[src/rtl/rv32i_rtype_topk.sv]
// Top-K selection accelerator on the R-type offload port: logit storage, sequential row scan, ranked readback.
// Optional build macro TOPK_NAN_SKIP_EN: NaN elements are not inserted and each one sets err.
module rv32i_rtype_topk #(
    parameter int M      = 8,
    parameter int N      = 8,
    parameter int DATA_W = 32,
    parameter int K      = 4
) (
    input  logic        clk,
    input  logic        rst,
    input  logic        instr_valid,
    output logic        instr_ready,
    input  logic [31:0] instr,
    input  logic [31:0] rs1_val,
    input  logic [31:0] rs2_val,
    input  logic [4:0]  rd_addr,
    output logic        rd_we,
    output logic [4:0]  rd_waddr,
    output logic [31:0] rd_wdata,
    output logic        accel_busy,
    output logic        accel_done,
    output logic        accel_C_valid
);
    localparam int ROW_W = (M > 1) ? $clog2(M) : 1;
    localparam int COL_W = (N > 1) ? $clog2(N) : 1;
    localparam int KR_W  = (K > 1) ? $clog2(K) : 1;

    localparam logic [2:0] F_XWR   = 3'b000;
    localparam logic [2:0] F_START = 3'b001;
    localparam logic [2:0] F_STAT  = 3'b010;
    localparam logic [2:0] F_RIDX  = 3'b011;
    localparam logic [2:0] F_RMAX  = 3'b100;
    localparam logic [2:0] F_CLR   = 3'b101;

    typedef enum logic {S_IDLE, S_SCAN} state_e;

    state_e                   state_q, state_d;
    logic [ROW_W-1:0]         row_q, row_d;
    logic [COL_W-1:0]         col_q, col_d;
    logic                     done_q, done_d, cval_q, cval_d;
    logic                     err_q, err_d, ovf_q, ovf_d;
    logic [K-1:0]             occ_q, occ_d;
    logic [COL_W-1:0]         idx_q [K];
    logic [COL_W-1:0]         idx_d [K];
    logic [DATA_W-1:0]        val_q [K];
    logic [DATA_W-1:0]        val_d [K];
    logic [DATA_W-1:0]        mem [1 << (ROW_W + COL_W)];

    logic                     accept, busy, rank_ok, mem_we, ins_en, is_inf;
    logic [2:0]               f3;
    logic [KR_W-1:0]          rank_sel;
    logic [DATA_W-1:0]        elem, ekey;
    logic [K-1:0]             ge, ge_prev;
    logic                     unused_ok;

    // -0 and +0 share one key so ties between them fall back to index order
    function automatic logic [DATA_W-1:0] fkey(input logic [DATA_W-1:0] x);
        if (x[DATA_W-2:0] == '0) return {1'b1, {(DATA_W-1){1'b0}}};
        return x[DATA_W-1] ? ~x : {1'b1, x[DATA_W-2:0]};
    endfunction

    assign instr_ready   = 1'b1;
    assign f3            = instr[14:12];
    assign accept        = instr_valid && (instr[6:0] == 7'h33) && (instr[31:25] == 7'h06);
    assign busy          = (state_q == S_SCAN);
    assign rank_ok       = (rs1_val < 32'(K));
    assign rank_sel      = rs1_val[KR_W-1:0];
    assign mem_we        = accept && (f3 == F_XWR) && !busy && !rst;
    assign elem          = mem[{row_q, col_q}];
    assign ekey          = fkey(elem);
    assign is_inf        = (elem[DATA_W-2:DATA_W-9] == 8'hFF) && (elem[DATA_W-10:0] == '0);
    assign accel_busy    = busy;
    assign accel_done    = done_q;
    assign accel_C_valid = cval_q;
    assign unused_ok     = &{1'b0, instr[24:15], instr[11:7]};

`ifdef TOPK_NAN_SKIP_EN
    logic is_nan;
    assign is_nan = (elem[DATA_W-2:DATA_W-9] == 8'hFF) && (elem[DATA_W-10:0] != '0);
    assign ins_en = busy && !ge[K-1] && !is_nan;
`else
    assign ins_en = busy && !ge[K-1];
`endif

    always_comb begin
        ge      = '0;
        ge_prev = '0;
        for (int unsigned i = 0; i < K; i++) ge[i] = occ_q[i] && (fkey(val_q[i]) >= ekey);
        ge_prev[0] = 1'b1;
        for (int unsigned i = 1; i < K; i++) ge_prev[i] = ge[i-1];
    end

    always_comb begin
        state_d = state_q;
        row_d   = row_q;
        col_d   = col_q;
        done_d  = done_q;
        cval_d  = cval_q;
        err_d   = err_q;
        ovf_d   = ovf_q;
        occ_d   = occ_q;
        idx_d   = idx_q;
        val_d   = val_q;
        if (busy) begin
            if (is_inf) ovf_d = 1'b1;
`ifdef TOPK_NAN_SKIP_EN
            if (is_nan) err_d = 1'b1;
`endif
            // Slots ranking at or above the new key stay; the first losing slot takes the new element
            if (ins_en) begin
                for (int unsigned i = 0; i < K; i++) begin
                    if (!ge[i]) begin
                        if (ge_prev[i]) begin
                            occ_d[i] = 1'b1;
                            idx_d[i] = col_q;
                            val_d[i] = elem;
                        end else begin
                            occ_d[i] = occ_q[i-1];
                            idx_d[i] = idx_q[i-1];
                            val_d[i] = val_q[i-1];
                        end
                    end
                end
            end
            col_d = col_q + COL_W'(1);
            if (col_q == COL_W'(N - 1)) begin
                state_d = S_IDLE;
                done_d  = 1'b1;
                cval_d  = 1'b1;
            end
        end
        if (accept) begin
            case (f3)
                F_XWR: if (busy) err_d = 1'b1;
                F_START: begin
                    if (busy) begin
                        err_d = 1'b1;
                    end else begin
                        state_d = S_SCAN;
                        row_d   = rs1_val[ROW_W-1:0];
                        col_d   = '0;
                        done_d  = 1'b0;
                        cval_d  = 1'b0;
                        ovf_d   = 1'b0;
                        occ_d   = '0;
`ifdef TOPK_NAN_SKIP_EN
                        idx_d   = '{default: '1};
`else
                        idx_d   = '{default: '0};
`endif
                        val_d   = '{default: '0};
                    end
                end
                F_RIDX, F_RMAX: if (!rank_ok) err_d = 1'b1;
                F_CLR: begin
                    if (busy) begin
                        err_d = 1'b1;
                    end else begin
                        done_d = 1'b0;
                        cval_d = 1'b0;
                        err_d  = 1'b0;
                        ovf_d  = 1'b0;
                    end
                end
                default: ;
            endcase
        end
    end

    always_comb begin
        rd_we    = 1'b0;
        rd_waddr = '0;
        rd_wdata = '0;
        if (accept) begin
            case (f3)
                F_STAT: begin
                    rd_we    = 1'b1;
                    rd_wdata = {27'b0, err_q, ovf_q, cval_q, done_q, busy};
                end
                F_RIDX: begin
                    rd_we = 1'b1;
                    if (rank_ok) rd_wdata = 32'(idx_q[rank_sel]);
                end
                F_RMAX: begin
                    rd_we = 1'b1;
                    if (rank_ok) rd_wdata = val_q[rank_sel];
                end
                default: ;
            endcase
            if (rd_we) rd_waddr = rd_addr;
        end
    end

    always_ff @(posedge clk) begin
        if (rst) begin
            state_q <= S_IDLE;
            row_q   <= '0;
            col_q   <= '0;
            done_q  <= 1'b0;
            cval_q  <= 1'b0;
            err_q   <= 1'b0;
            ovf_q   <= 1'b0;
            occ_q   <= '0;
            idx_q   <= '{default: '0};
            val_q   <= '{default: '0};
        end else begin
            state_q <= state_d;
            row_q   <= row_d;
            col_q   <= col_d;
            done_q  <= done_d;
            cval_q  <= cval_d;
            err_q   <= err_d;
            ovf_q   <= ovf_d;
            occ_q   <= occ_d;
            idx_q   <= idx_d;
            val_q   <= val_d;
        end
    end

    always_ff @(posedge clk) begin
        if (mem_we) mem[rs1_val[ROW_W+COL_W-1:0]] <= rs2_val;
    end
endmodule

[config.mk]
export PLATFORM = sky130hd
export DESIGN_NAME = rv32i_rtype_topk
export DESIGN_NICKNAME = d
export VERILOG_FILES = /design/src/rtl/rv32i_rtype_topk.sv
export SDC_FILE = /design/constraint.sdc
export NUM_CORES = 2
export LEC_CHECK = 0
export BUFFER_PORTS_ARGS = -buffer_cell sky130_fd_sc_hd__buf_2
export CORE_UTILIZATION = 60
export CTS_BUF_LIST = sky130_fd_sc_hd__clkbuf_4 sky130_fd_sc_hd__clkbuf_8
export DETAILED_ROUTE_END_ITERATION = 8
export PLACE_DENSITY = 0.84
export SLEW_MARGIN = 10
export SYNTH_ARGS = -nofsm -noshare
export SYNTH_HDL_FRONTEND = slang
export SYNTH_SLANG_ARGS = --single-unit
[constraint.sdc]
create_clock -name clk -period 7.9 [get_ports clk]
set_clock_uncertainty 0.05 [all_clocks]
set_input_delay 0.79 -clock clk [delete_from_list [all_inputs] [get_ports clk]]
set_output_delay 0.79 -clock clk [all_outputs]
set_load 0.005 [all_outputs]
=== Word-level counts from Yosys, hierarchy flattened ===
Memory sizes are Yosys's and may differ from the RTL's.
Index checks and enable logic that the tools add are counted.
Widths: inputs -> output; s select.

* Register bits after elaboration: 155
* RAM bits: 2048
* Bits of input ports: 104
* Word-level logic and storage cells: 171
* Memories kept: 1

{| class="wikitable"
|+ Memory list
! name !! depth !! width !! read ports !! clocked after Yosys merged registers in !! wr ports !! line !! RTL
|-
| mem || 64 || 32 || 1 || 0 || 1 || 47 || <nowiki>logic [DATA_W-1:0] mem [1 << (ROW_W + COL_W)];</nowiki>
|}

* Add/subtract/negate cells: 1
* $lt $le $gt $ge: 6
* Equality and inequality tests: 11
* Multiplexer cells: 101
* Bitwise gates (word level): 7
* Reduce and logical (&&, ||, !) cells: 28

{| class="wikitable"
|+ Operators by type and width
! operator !! number
|-
| $mux 32 || 26
|-
| $mux 128 || 5
|-
| $not 32->32 || 5
|-
| $logic_not 31->1 || 5
|-
| $ge 32x32->1 || 4
|-
| $pmux 32 s3 || 1
|-
| $bmux 32 s2 || 1
|-
| $mux 12 || 5
|-
| $mux 3 || 14
|-
| $mux 1 || 40
|-
| $lt 32x3->1 const B || 1
|-
| $logic_not 23->1 || 1
|-
| $mux 4 || 5
|-
| $logic_and 1x1->1 || 11
|-
| $mux 5 || 2
|-
| $eq 3x3->1 const B || 3
|-
| $eq 8x8->1 const B || 1
|-
| $eq 7x3->1 const B || 1
|-
| $eq 7x6->1 const B || 1
|-
| $bmux 3 s2 || 1
|-
| $eq 3x2->1 const B || 2
|-
| $reduce_or 2->1 || 3
|-
| $reduce_and 4->1 || 1
|-
| $add 3x1->3 const B || 1
|-
| other kinds (12) || 14
|}

=== Logic depth before layout (Yosys ltp) ===
An unclocked memory read counts as a cell.

* Depth in word-level cells: 13
* Gate-level depth with buffers: 30
* Depth with buffers taken out: 19

=== Worst setup path after synthesis ===
No wires, ideal clock.

* Path type: flip-flop to flip-flop
* Start point: reg col_q[1]
* End point: reg val_q[113] (netlist name)
* Arrival time: 6334 ps
* Required time: 7722 ps
* Path slack: 1388 ps
* Cell stages (with the launch flop): 29
* Buffers on the path: 10
* Period minus slack after synthesis: 6512 ps
* Path through: dfxtp_1 -> buf_2 -> buf_2 -> buf_2 -> buf_2 -> clkbuf_1 -> clkbuf_1 -> mux4_2 -> a22oi_1 -> o22ai_1 -> a211oi_1 -> o211ai_1 -> nor4_2 -> nand2_2 -> buf_6 -> nand2_1 -> ha_1 -> a21o_1 -> a21o_1 -> a211oi_1 -> o21ai_0 -> a31oi_1 -> o211ai_1 -> clkbuf_1 -> nor4_1 -> buf_1 -> clkbuf_1 -> mux2i_1 -> nor2_1

* Word-level cells in the longest chain between the ends: 13

{| class="wikitable"
|+ Ends and longest elaborated chain
! item !! line !! RTL
|-
| start, declared || 39 || <nowiki>logic [COL_W-1:0] col_q, col_d;</nowiki>
|-
| start signal, assigned || 209 || <nowiki>col_q <= col_d;</nowiki>
|-
| $mem_v2 64x32 * || n/a ||
|-
| $logic_not 31->1 or $not 32->32 (tied branches) || 58, 59 ||
|-
| $mux 1 or $mux 32 (tied branches) || 58, 59 ||
|-
| $mux 32 || 59 || <nowiki>return x[DATA_W-1] ? ~x : {1'b1, x[DATA_W-2:0]};</nowiki>
|-
| $ge 32x32->1 || 88 || <nowiki>for (int unsigned i = 0; i < K; i++) ge[i] = occ_q[i] && (fkey(val_q[i]) >= ekey);</nowiki>
|-
| $logic_and 1x1->1 || 88 ||
|-
| $logic_not 1->1 || n/a ||
|-
| $logic_and 1x1->1 || 82 || <nowiki>assign ins_en = busy && !ge[K-1];</nowiki>
|-
| $mux 128 * || 110 || <nowiki>if (ins_en) begin</nowiki>
|-
| $mux 128 * || 104 || <nowiki>if (busy) begin</nowiki>
|-
| $mux 128 || 136 || <nowiki>if (busy) begin</nowiki>
|-
| $mux 128 || 133 || <nowiki>case (f3)</nowiki>
|-
| $mux 128 * || 132 || <nowiki>if (accept) begin</nowiki>
|-
| end signal, assigned || 216 || <nowiki>val_q <= val_d;</nowiki>
|-
| end, declared || 45 || <nowiki>logic [DATA_W-1:0] val_q [K];</nowiki>
|}

Every way passes the cells marked *; elsewhere a longest branch is shown, timed or not.
A chain may end at the register's enable or synchronous reset.

=== Worst setup path after layout ===
* Start point: reg col_q[1]
* End point: reg val_q[122] (netlist name)

Same word-level chain as after synthesis.

==> impl_metrics.env <==
export IMPL_final_antenna_net_count=0
export IMPL_final_net_count=5537
export IMPL_yosysUniqueCellTypes=71
export IMPL_cts_inserted_buffers=350
export IMPL_worst_slew_pin_transition_ns=1.41
export IMPL_synth_net_count=5124
export IMPL_ys_dominant_reg_cell="edfxtp_1"
export IMPL_routed_via_count=53312
export IMPL_yosys_warnings=0
export IMPL_synth_enable_flop_cells=2048
export IMPL_wl_um=260000
export IMPL_avgViaCountPerCell=7.03
export IMPL_worstSetupStartpointType="flop"
export IMPL_max_fclk_mhz=129
export IMPL_grt_pass1_vias=54050
export IMPL_start_util_pct=60.5
export IMPL_timing_worst_setup_path_type="reg -> reg"
export IMPL_timing_critical_path_max_delay_family="simple AND/OR/NAND/NOR gates"
export IMPL_run_status="completed"
export IMPL_power_ir_vdd_worst_uv=192
export IMPL_slew_limit_headroom_pct=5.07
export IMPL_port_buffers=129
export IMPL_mean_instance_size_in_the_synthesized_netlist_sq_um=18.6
export IMPL_synth_top_family_by_area="multiplexers"
export IMPL_synthCells=4889
export IMPL_report_final_slew_viol_count=0
export IMPL_finalCriticalPeriod_ns=7.78
export IMPL_finish_utilization_pct=67.9
export IMPL_biggest_cell_delay_along_the_critical_path_ns=0.81
export IMPL_crit_slowest_cell="dfxtp_4"
export IMPL_worst_endpoint_required_ns=8.66
export IMPL_drt_drc_violations_left=0
export IMPL_worstSkewPairLatency_ns=1.08
export IMPL_seq_area_frac_synth_pct=71.2
export IMPL_synth_seq_cells=2203
export IMPL_number_of_fill_cells=8885
export IMPL_total_die_area_sq_mm=0.153
export IMPL_hold_removal_path_class="in -> reg"
export IMPL_floorplan_io_pins=146
export IMPL_area_growth_syn_to_fin_pct=12.2
export IMPL_grt_overflow=0
export IMPL_yosys_area_share_simple_pct=3.40
export IMPL_grt_antenna_before_repair=22
export IMPL_drt_wirelength_per_cell_um=34.2
export IMPL_synth_compound_gate_area_share_pct=4.72
export IMPL_timing_critical_path_buf_inv=4
export IMPL_cts_path_max_buffers=4
export IMPL_share_of_yosys_cell_area_claimed_by_the_top_area_cell_type_pct=67.7
export IMPL_worstPathCellList="buf_4 -> mux4_2 -> a22oi_1 -> a21oi_1 -> nor2_1 -> o221ai_1 -> or3_1 -> nor4_2 -> nand2_2 -> buf_12 -> nand2_1 -> ha_1 -> a21o_1 -> a21o_1 -> a21oi_1 -> o221ai_1 -> a31oi_1 -> o211ai_1 -> buf_4 -> nor4_2 -> buf_12 -> mux2i_1 -> nor2_1"
export IMPL_dpl_instance_area_sq_mm=0.0953
export IMPL_total_negative_slack_for_setup_checks_ns=0
export IMPL_cts_tree="done"
export IMPL_synth_top_cells_by_area="edfxtp_1 (68%), mux4_2 (13%), dfxtp_1 (3.4%), mux2i_1 (2.7%), ha_1 (1.8%)"
export IMPL_clk_slew_on_worst_s_h_paths_ns=0.06
export IMPL_post_layout_total_power_w=0.0224
export IMPL_power_leakage_nw=32.7
export IMPL_cts_num_sinks=2203
export IMPL_grt_first_pass_wirelength_um=367000
export IMPL_routabilityCongestion=0.946
export IMPL_h_tree_depth=5
export IMPL_drv_cap=0
export IMPL_synth_top_cell_by_area="edfxtp_1"
export IMPL_worstSetupEndpointType="flop"
export IMPL_timing_final_setup_violations=0
export IMPL_rsz0062_at_grt="false"
export IMPL_placeableCoreArea_sq_mm=0.150
export IMPL_fp_row_count=142
export IMPL_die_height_um=391
export IMPL_finalCritPeriodShare_pct=98.4
export IMPL_asyncSetResetFlopFracSynth_pct=0
export IMPL_power_per_cell_area_mw_per_mm2=219
export IMPL_hold_viol=0
export IMPL_synth_xor_area_share_pct=1.50
export IMPL_layout_cell_area_non_filler_sq_mm=0.102
export IMPL_grt_total_usage_pct=34.0
export IMPL_layout_drive_gt1_share_pct=27.4
export IMPL_post_synth_mux_area_share_pct=15.7
export IMPL_die_w_um=391
export IMPL_dp_hpwl_um=147000
export IMPL_first_iter_violations=8353
export IMPL_drt_pass1_iter_count=6
export IMPL_pin_count_of_the_biggest_net_entering_global_routing=111
export IMPL_post_synth_fa_ha_maj_area_fraction_pct=1.81
export IMPL_post_cts_buffers=0
export IMPL_path_max_fanout=25
export IMPL_synth_cell_area_sq_mm=0.0908
export IMPL_data_arrival_at_the_endpoint_of_the_critical_path_ns=8.54
export IMPL_clk_root_buffer_cell="clkbuf_8"
-- sequential cells by signal, summed over array words and instances, names as in the netlist --
signal	count
mem	2048
val_q	128
idx_q	12
occ_q	4
col_q	3
row_q	3
accel_C_valid	1
accel_busy	1
accel_done	1
err_q	1
ovf_q	1
-- final timing paths --
path	startpoint	endpoint	slack [ns]	cells after the start
worst max-delay path	col_q[1]	val_q[122]	0.12	23
worst min-delay path	instr[14]	err_q	0.1	4
worst max register to register	col_q[1]	val_q[122]	0.12	23
worst min register to register	accel_done	accel_done	0.46	2
-- through the flow --
step	worst slack, ns	instances	hold WS, ns
floorplan	1.39	4889	0.393
global placement	0.650	6966	0.447
detailed placement	0.599	6966	0.441
CTS	0.497	7573	0.0606
global route	0.0483	7578	0.112
finish	0.123	7586	0.0980
-- cell usage in the layout (no fill, tap or decap), types with 25 or more instances in the layout --
cell type  instances
edfxtp_1        2048
mux4_2           520
clkbuf_8         363
mux2i_1          245
nor2_1           216
buf_4            193
a21oi_1          173
o21ai_0          148
dfxtp_1          147
ha_1             131
buf_2            129
xnor2_1          124
clkbuf_4         117
nand2_1          102
a22oi_1           93
clkinv_1          78
nor2_4            69
a221oi_1          51
o22ai_1           46
nor2b_1           45
nand3_1           38
buf_12            38
nor4_1            37
clkinv_2          37
xor2_1            31
a22o_1            31
nand4_1           29
a21o_1            28
nor3_1            25
-- power by group --
group | total (W) | internal (W) | switching (W)
Clock | 0.00938 | 0.00492 | 0.00445
Combinational | 0.000241 | 0.0000286 | 0.000212
Sequential | 0.0127 | 0.0127 | 0.0000000104
-- worst reg2reg max path, stage by stage, from the launching register on --
cell	delay (ns)
dfxtp_4	0.81
buf_4	0.55
mux4_2	0.40
a22oi_1	0.24
a21oi_1	0.11
nor2_1	0.71
o221ai_1	0.57
or3_1	0.48
nor4_2	0.43
nand2_2	0.14
buf_12	0.20
nand2_1	0.11
ha_1	0.25
a21o_1	0.18
a21o_1	0.17
a21oi_1	0.27
o221ai_1	0.25
a31oi_1	0.24
o211ai_1	0.12
buf_4	0.20
nor4_2	0.55
buf_12	0.27
mux2i_1	0.22
nor2_1	0.06
-- cells in the mapped netlist (18+ instances only) --
| cell | number |
|---|---|
| a221oi_1 | 51 |
| nand4_1 | 29 |
| nand2b_1 | 18 |
| xnor2_1 | 124 |
| buf_2 | 56 |
| clkbuf_1 | 144 |
| nor3_1 | 26 |
| a22o_1 | 31 |
| o22ai_1 | 46 |
| dfxtp_1 | 155 |
| nand2_1 | 102 |
| o21ai_0 | 148 |
| mux2i_1 | 245 |
| nor2_1 | 286 |
| ha_1 | 131 |
| nor4_1 | 38 |
| buf_1 | 52 |
| a21oi_1 | 175 |
| xor2_1 | 31 |
| a22oi_1 | 93 |
| a21o_1 | 28 |
| nor2b_1 | 47 |
| mux4_2 | 520 |
| nand3_1 | 38 |
| edfxtp_1 | 2048 |
| buf_6 | 32 |
-- final cells by class --
cell class | instances | area [sq um] | share of cell area [%]
multi-input combinational | 2375 | 25300 | 24.8
antenna | 13 | 32.5 | 0.0319
clock inverter | 127 | 668 | 0.656
sequential | 2203 | 64600 | 63.4
inverter | 12 | 45.0 | 0.0442
timing repair buffer | 360 | 2860 | 2.80
tap | 2016 | 2520 | 2.48
clock buffer | 480 | 5870 | 5.77
-- logic make-up (layout without fill, tap and decap cells) --
family | Yosys count | after routing
fa+ha+maj | 131 | 131
buf+inv | 311 | 979
other cells | 1 | 14
simple gates | 649 | 649
mux | 775 | 775
xor+xnor | 155 | 155
flops | 2203 | 2203
compound gates | 664 | 664
-- timing repair --
| item | 4_1_cts | 5_1_grt |
|---|---|---|
| resized for setup | 0 | 1 |
| endpoints found under the setup margin | 0 | 8 |
| hold buffers | 0 | 0 |
-- per-layer routing --
layer,global-route usage (%),vias up,wire length (um)
li1,-,20905,-
met1,41.9,26508,83400
met2,53.2,4729,122000
met3,10.1,1156,36400
met4,20.8,14,17900
met5,0,-,136
Power figures use the tool's default switching activity.
